<file path="src/rtl/alu_acc.sv">
// Accumulator ALU: single-cycle arithmetic/logic ops plus an optional shift-add multiplier.
// Define ALU_ACC_MUL_EN to build in MUL (op 8); otherwise op 8 is treated as illegal.
module alu_acc #(
    parameter int WIDTH = 8
) (
    input  logic             clk,
    input  logic             rst,
    input  logic             start,
    input  logic [3:0]       op,
    input  logic [WIDTH-1:0] b,
    output logic [WIDTH-1:0] acc,
    output logic             busy,
    output logic             done,
    output logic [3:0]       flags
);

    logic [WIDTH-1:0] acc_reg;
    logic [3:0]       flags_reg;
    logic             done_reg;

    logic [WIDTH-1:0] alu_res;
    logic [WIDTH:0]   sum_ext;
    logic             alu_c;
    logic             alu_v;
    logic             alu_legal;
    logic             accept;

    assign accept = start && !busy;
    assign acc    = acc_reg;
    assign flags  = flags_reg;
    assign done   = done_reg;

    always_comb begin
        alu_res   = '0;
        sum_ext   = '0;
        alu_c     = 1'b0;
        alu_v     = 1'b0;
        alu_legal = 1'b1;
        case (op)
            4'd0: alu_res = b;
            4'd1: begin
                sum_ext = {1'b0, acc_reg} + {1'b0, b};
                alu_res = sum_ext[WIDTH-1:0];
                alu_c   = sum_ext[WIDTH];
                alu_v   = (acc_reg[WIDTH-1] == b[WIDTH-1]) && (alu_res[WIDTH-1] != acc_reg[WIDTH-1]);
            end
            4'd2: begin
                // Top bit of the extended difference is the borrow (acc < b unsigned)
                sum_ext = {1'b0, acc_reg} - {1'b0, b};
                alu_res = sum_ext[WIDTH-1:0];
                alu_c   = sum_ext[WIDTH];
                alu_v   = (acc_reg[WIDTH-1] != b[WIDTH-1]) && (alu_res[WIDTH-1] != acc_reg[WIDTH-1]);
            end
            4'd3: alu_res = acc_reg & b;
            4'd4: alu_res = acc_reg | b;
            4'd5: alu_res = acc_reg ^ b;
            4'd6: begin
                alu_res = {acc_reg[WIDTH-2:0], 1'b0};
                alu_c   = acc_reg[WIDTH-1];
            end
            4'd7: begin
                alu_res = {1'b0, acc_reg[WIDTH-1:1]};
                alu_c   = acc_reg[0];
            end
            default: alu_legal = 1'b0;
        endcase
    end

`ifdef ALU_ACC_MUL_EN
    localparam int CW = $clog2(WIDTH);

    typedef enum logic {IDLE, MUL_RUN} state_t;
    state_t state_reg, state_next;

    logic [2*WIDTH-1:0] prod_reg;
    logic [2*WIDTH-1:0] mcand_reg;
    logic [WIDTH-1:0]   mplier_reg;
    logic [CW-1:0]      count_reg;
    logic [2*WIDTH-1:0] mul_sum;
    logic               mul_last;
    logic               start_mul;

    assign start_mul = accept && (op == 4'd8);
    assign mul_sum   = prod_reg + (mplier_reg[0] ? mcand_reg : '0);
    assign mul_last  = (count_reg == CW'(WIDTH - 1));

    always_ff @(posedge clk or posedge rst) begin
        if (rst) state_reg <= IDLE;
        else     state_reg <= state_next;
    end

    always_comb begin
        state_next = state_reg;
        case (state_reg)
            IDLE:    if (start_mul) state_next = MUL_RUN;
            MUL_RUN: if (mul_last)  state_next = IDLE;
            default: state_next = IDLE;
        endcase
    end

    always_comb begin
        busy = (state_reg == MUL_RUN);
    end

    // One multiplier bit per cycle; the multiplicand walks left as the multiplier walks right
    always_ff @(posedge clk or posedge rst) begin
        if (rst) begin
            prod_reg   <= '0;
            mcand_reg  <= '0;
            mplier_reg <= '0;
            count_reg  <= '0;
        end else if (start_mul) begin
            prod_reg   <= '0;
            mcand_reg  <= {{WIDTH{1'b0}}, acc_reg};
            mplier_reg <= b;
            count_reg  <= '0;
        end else if (state_reg == MUL_RUN) begin
            prod_reg   <= mul_sum;
            mcand_reg  <= mcand_reg << 1;
            mplier_reg <= mplier_reg >> 1;
            count_reg  <= mul_last ? '0 : count_reg + 1'b1;
        end
    end
`else
    logic start_mul;
    assign start_mul = 1'b0;
    assign busy      = 1'b0;
`endif

    always_ff @(posedge clk or posedge rst) begin
        if (rst) begin
            acc_reg   <= '0;
            flags_reg <= 4'b0100;
            done_reg  <= 1'b0;
        end else begin
            done_reg <= 1'b0;
            if (accept) begin
                if (alu_legal) begin
                    acc_reg   <= alu_res;
                    flags_reg <= {alu_res[WIDTH-1], (alu_res == '0), alu_c, alu_v};
                end
                // A multiply reports completion only after its final iteration
                done_reg <= !start_mul;
            end
`ifdef ALU_ACC_MUL_EN
            else if (state_reg == MUL_RUN && mul_last) begin
                acc_reg   <= mul_sum[WIDTH-1:0];
                flags_reg <= {mul_sum[WIDTH-1], (mul_sum[WIDTH-1:0] == '0),
                              (mul_sum[2*WIDTH-1:WIDTH] != '0), 1'b0};
                done_reg  <= 1'b1;
            end
`endif
        end
    end

endmodule
</file>
<file path="config.mk">
export PLATFORM = sky130hd
export DESIGN_NAME = alu_acc
export DESIGN_NICKNAME = d
export VERILOG_FILES = /design/src/rtl/alu_acc.sv
export SDC_FILE = /design/constraint.sdc
export NUM_CORES = 1
export LEC_CHECK = 0
export ABC_AREA = 1
export CAP_MARGIN = 20
export CORE_MARGIN = 3
export CORE_UTILIZATION = 55
export DETAILED_ROUTE_END_ITERATION = 12
export PLACE_DENSITY = 0.81
export RECOVER_POWER = 100
export SYNTH_ARGS = -nofsm -noshare
export SYNTH_HDL_FRONTEND = slang
export SYNTH_SLANG_ARGS = --single-unit
</file>
<file path="constraint.sdc">
create_clock -name clk -period 2.1 [get_ports clk]
set_input_delay 0.315 -clock clk [delete_from_list [all_inputs] [get_ports clk]]
set_output_delay 0.315 -clock clk [all_outputs]
set_load 0.01 [all_outputs]
</file>
* Yosys cells after proc, flatten, opt, wreduce, memory -nomap -nowiden
Cells that the tools add are included.
** Operators by class
- Bitwise gates (word level) :: 3
- $add $sub $neg :: 2
- Reduce and logical (&&, ||, !) cells :: 6
- Muxes and demuxes :: 5
- Equal/unequal tests :: 11
** Operators with widths (number)
- $pmux W8 S8 :: 1
- $eq A4 B3 Y1 const B :: 4
- $add A8 B8 Y9 :: 1
- $sub A8 B8 Y9 :: 1
- $and A8 B8 Y8 :: 1
- $eq A4 B2 Y1 const B :: 2
- $logic_not A8 Y1 :: 1
- $or A8 B8 Y8 :: 1
- $reduce_or A8 Y1 :: 1
- $xor A8 B8 Y8 :: 1
- $eq A4 B1 Y1 const B :: 1
- $logic_not A4 Y1 :: 1
- $pmux W1 S4 :: 1
- $ne A1 B1 Y1 :: 3
- $logic_and A1 B1 Y1 :: 2
- $mux W1 :: 2
- $pmux W1 S2 :: 1
- $reduce_and A2 Y1 :: 1
- $eq A1 B1 Y1 :: 1
** Word-level totals
- Logic and storage cells :: 30
- Register bits after elaboration :: 13
- Output and inout bits :: 14
- Input bits :: 15

* Longest topological paths before layout
- Depth after elaboration :: 4
- Gate-level depth with buffers :: 15
- Gate-level depth less buffers :: 15

* Worst setup path after synthesis
OpenSTA, ideal clock, no wires.
- Kind :: register to register
- From :: reg acc_reg[0], in the netlist acc[0]
- To :: reg flags_reg[1], in the netlist flags[1]
- Clock period less this slack :: 1.928 ns
- Library setup time :: 0.117 ns
- Arrival :: 1.811 ns
- Stages on the path, launching flop included :: 15
- Path buffers :: 0
- Required time :: 1.983 ns
- Slack :: 0.172 ns
- Path through :: dfrtp_1 > inv_1 > ha_1 > fa_1 > nand3b_1 > nand2_1 > nand2_1 > nand2_1 > nand2_1 > inv_1 > o21ai_0 > nand2_1 > nand3_1 > nand2_1 > nand2_1
** Between the ends
- Longest elaborated chain between the ends :: 2
- Elaborated cells between the ends (all ways) :: 3
- Those cells by class :: add/sub (2); mux (1)
** Ends and longest elaborated chain
- start, declared :: line 17 : logic [WIDTH-1:0] acc_reg;
- start signal, assigned :: line 139 : acc_reg <= alu_res;
- $sub A8 B8 Y9 or $add A8 B8 Y9 (tied branches) :: line 49, 42
- $pmux W1 S4 (*) :: line 39 : case (op)
- end signal, assigned :: line 140 : flags_reg <= {alu_res[WIDTH-1], (alu_res == '0), alu_c, alu_v};
- end, declared :: line 18 : logic [3:0] flags_reg;
Mark *: on every way between the ends. The rest lies on a longest branch, timed or not.
A chain may end at the register's enable or synchronous reset.

* Final worst setup path
- From :: reg acc_reg[0], in the netlist acc[0]
- To :: reg flags_reg[2], in the netlist flags[2]
** Between the ends
- Longest elaborated chain between the ends :: 3
- Elaborated cells between the ends (all ways) :: 7
- Those cells by class :: add/sub (2); mux (1); bitwise (3); reduce/logical (1)
** Ends and longest elaborated chain
- $sub A8 B8 Y9, or another cell as far along :: line 49 : sum_ext = {1'b0, acc_reg} - {1'b0, b};
- $pmux W8 S8 (*) :: line 39
- $logic_not A8 Y1 (*) :: line 140
Marks and branches as above.

==> flow_summary.ini <==
[run_status]
status = finished, final reports clean

[final_layout]
syn2layout_area_growth_pct = 40.94
n_antenna_cell = 0
layout_commonest_cell = nand2_1
largest_register_ffs = 8
nFillCells = 216
layout_common_cells = 88 x nand2_1, 49 x buf_4, 48 x nand3_1
final_nets = 438
layout-drive-gt1-share = 0.2025

[placed_design]
dp_hpwl_mm = 4.912
place_congestion = 0.9959
port_buffers = 27
place_ws_ns = -0.3535

[route]
routed_via_density = 5.531
num_vias = 2428
drtIter0Drc = 235
drc_errors = 0
antenna_left = 0
firstDrtPassIters = 7
wl_per_cell_um = 14.57
totalWireLength_mm = 6.397

[worst_setup_path]
crit_required_ns = 2.32
crit_chain = inv_2 > ha_4 > fa_2 > nand3b_1 > nand2_2 > nand2_1 > nand3_1 > nand2_1 > nor2_2 > nand3_1 > nor2_1 > nand3_1 > nand2_1
critPathKind = flip-flop to flip-flop
cp-start-kind = flip-flop
slowest_stage = dfrtp_1
crit_fanout = 4
critPathCaptureType = flip-flop
worstPathArrival_ns = 2.31
r2r-start = acc[0]
crit_start = acc[0]
cp_slowest_stage_delay_ns = 0.42

[sta]
rsz0062_at_grt = yes
tightest_slew_ns = 0.5223
final.setup.worst_slack_ns = 0.01233
relSlewSlack = 0.6505
finalClockSkew_ns = 0.002658
finalMaxSlewViolations = 0
hold_viol_final = 0
hold_ws_ns = 0.4703
setup_viol = 0
max_freq_mhz = 479.0
fin_crit_ns = 2.088
period_share = 0.9941
tns_ns = 0

[min_path]
hp-class = input port to asynchronous set/reset pin

[synth]
yosysSeqAreaShare = 0.1576
synth_fa_ha_area_frac = 0.1844
netlist_area_um2 = 1913
ys_ff_latch = 12
ys_async_sr_fraction = 1.000
synth_top_family_by_area = simple AND/OR/NAND/NOR gates
synth_simple_gate_area_frac = 0.4434
synth_xor_area_frac = 0
synthCells = 321
synthMuxAreaShare = 0
ys_warn_count = 0
syn_area_per_cell_um2 = 5.960
synth_edf_count = 0
ys.flop_type = dfrtp_1
synth_compound_area_frac = 0.08895
synth_nets = 363
synth.distinct_cells = 28

[clocking]
path_clk_slew_ns = 0.08
clock_path_buffers = 2
numClockSinks = 12
htree_levels = 1
cts_tree = yes
hold_buffers = 0
root_buffer = clkbuf_4
clkLatencyLatePin_ns = 0.28
numCtsBuffers = 3

[die]
die_h_um = 64.98
start_util = 0.6020
dieArea_um2 = 4222
coreArea_um2 = 3178
io_pins = 29
fp.dieW_um = 64.98
rows = 20

[global_routing]
grt_remaining_overflow = 0
grt_max_degree = 15
grt_pass1_wl_mm = 10.23
grtUsageTotal = 0.3086
grt_pass1_vias = 2263
antenna_found_initial = 0

[power]
p_leak_nw = 1.478
vdd_drop_max_v = 0.0004579
powerDensity_nw_per_um2 = 518.8
total_power_mw = 1.399

[run]
cap_violations = 0
-- per-layer routing --
layer  up-vias  track usage  wire [um]
met2       141       0.5390       3023
met1      1086       0.3949       2578
li1       1171            -          -
met4         0      0.08179        256
met3        30      0.04333        539
met5         -            0          0
-- power breakdown --
group / internal (mW) / leakage (nW) / switching [mW]
Combinational: 0.425 / 1.31 / 0.490
Clock: 0.105 / 0.0210 / 0.0818
Sequential: 0.269 / 0.151 / 0.0272
Total: 0.799 / 1.48 / 0.599
-- repair_timing --
| action | 4_1_cts | 5_1_grt |
|---|---|---|
| gates resized for setup | 4 | 13 |
| pin swaps | 2 | 8 |
| setup endpoints to repair | 3 | 6 |
| gates cloned | 0 | 0 |
| setup buffers | 0 | 4 |
-- layout make-up --
type                            count  area [um2]  area share
Multi-Input combinational cell    252        1440      0.5341
Timing Repair Buffer               78       679.4      0.2520
Sequential cell                    12       301.5      0.1118
Inverter                           49       183.9     0.06821
Tap cell                           44       55.05     0.02042
Clock buffer                        4       36.28     0.01346
-- path summary, 6_finish.rpt --
path                            endpoint  slack, ns  cells after the start
worst min-delay path                done       0.47                      2
max in group asynchronous       flags[2]       1.29                      2
worst max-delay path            flags[2]       0.01                     13
min in group clk                flags[2]       0.48                      2
worst max register to register  flags[2]       0.01                     13
worst min register to register  flags[2]       0.48                      2
-- critical path: cells and delay by family (launching register included) --
| family | cells | cell delay, ns |
|---|---|---|
| AND/OR/NAND/NOR | 10 | 0.99 |
| buffers and inverters | 1 | 0.08 |
| adder cells (fa/ha/maj) | 2 | 0.52 |
| flip-flops | 1 | 0.42 |
-- per-stage QoR --
step / utilization / std cells / instance area [um2]
2_1_floorplan: - / 321 / 1913
3_3_place_gp: 0.8067 / 431 / 2564
4_1_cts: 0.8232 / 435 / 2616
6_report: 0.8484 / 439 / 2696
3_5_place_dp: 0.8067 / 431 / 2564
5_1_grt: 0.8484 / 439 / 2696
-- cell families (layout without fill, tap and decap cells) --
logic type	Yosys count	count (layout)
AND/OR/NAND/NOR	192	192
buffers and inverters	57	131
AO/OA/AOI/OAI	32	32
adder cells (fa/ha/maj)	27	27
flip-flops	12	12
other	1	1
-- synthesized netlist by cell type (2+ instances only) --
cell       n  area (um2)
nor2_1    33       123.9
nor2_4     2       22.52
fa_1       2       40.04
nand4_1    2       12.51
nand3_1   49       245.2
ha_1      25       312.8
inv_1     46       172.7
nand2_1   89       334.1
o21ai_1    2       10.01
a21oi_1   12       60.06
o22ai_1    5       31.28
nor3_1     3       15.01
dfrtp_1   11       275.3
buf_2      3       15.01
buf_4      3       22.52
nor2_2     5       31.28
inv_2      3       11.26
nand3b_1   6       45.04
o21ai_0   11       55.05
Note: power is estimated with default switching activity, not from simulation.
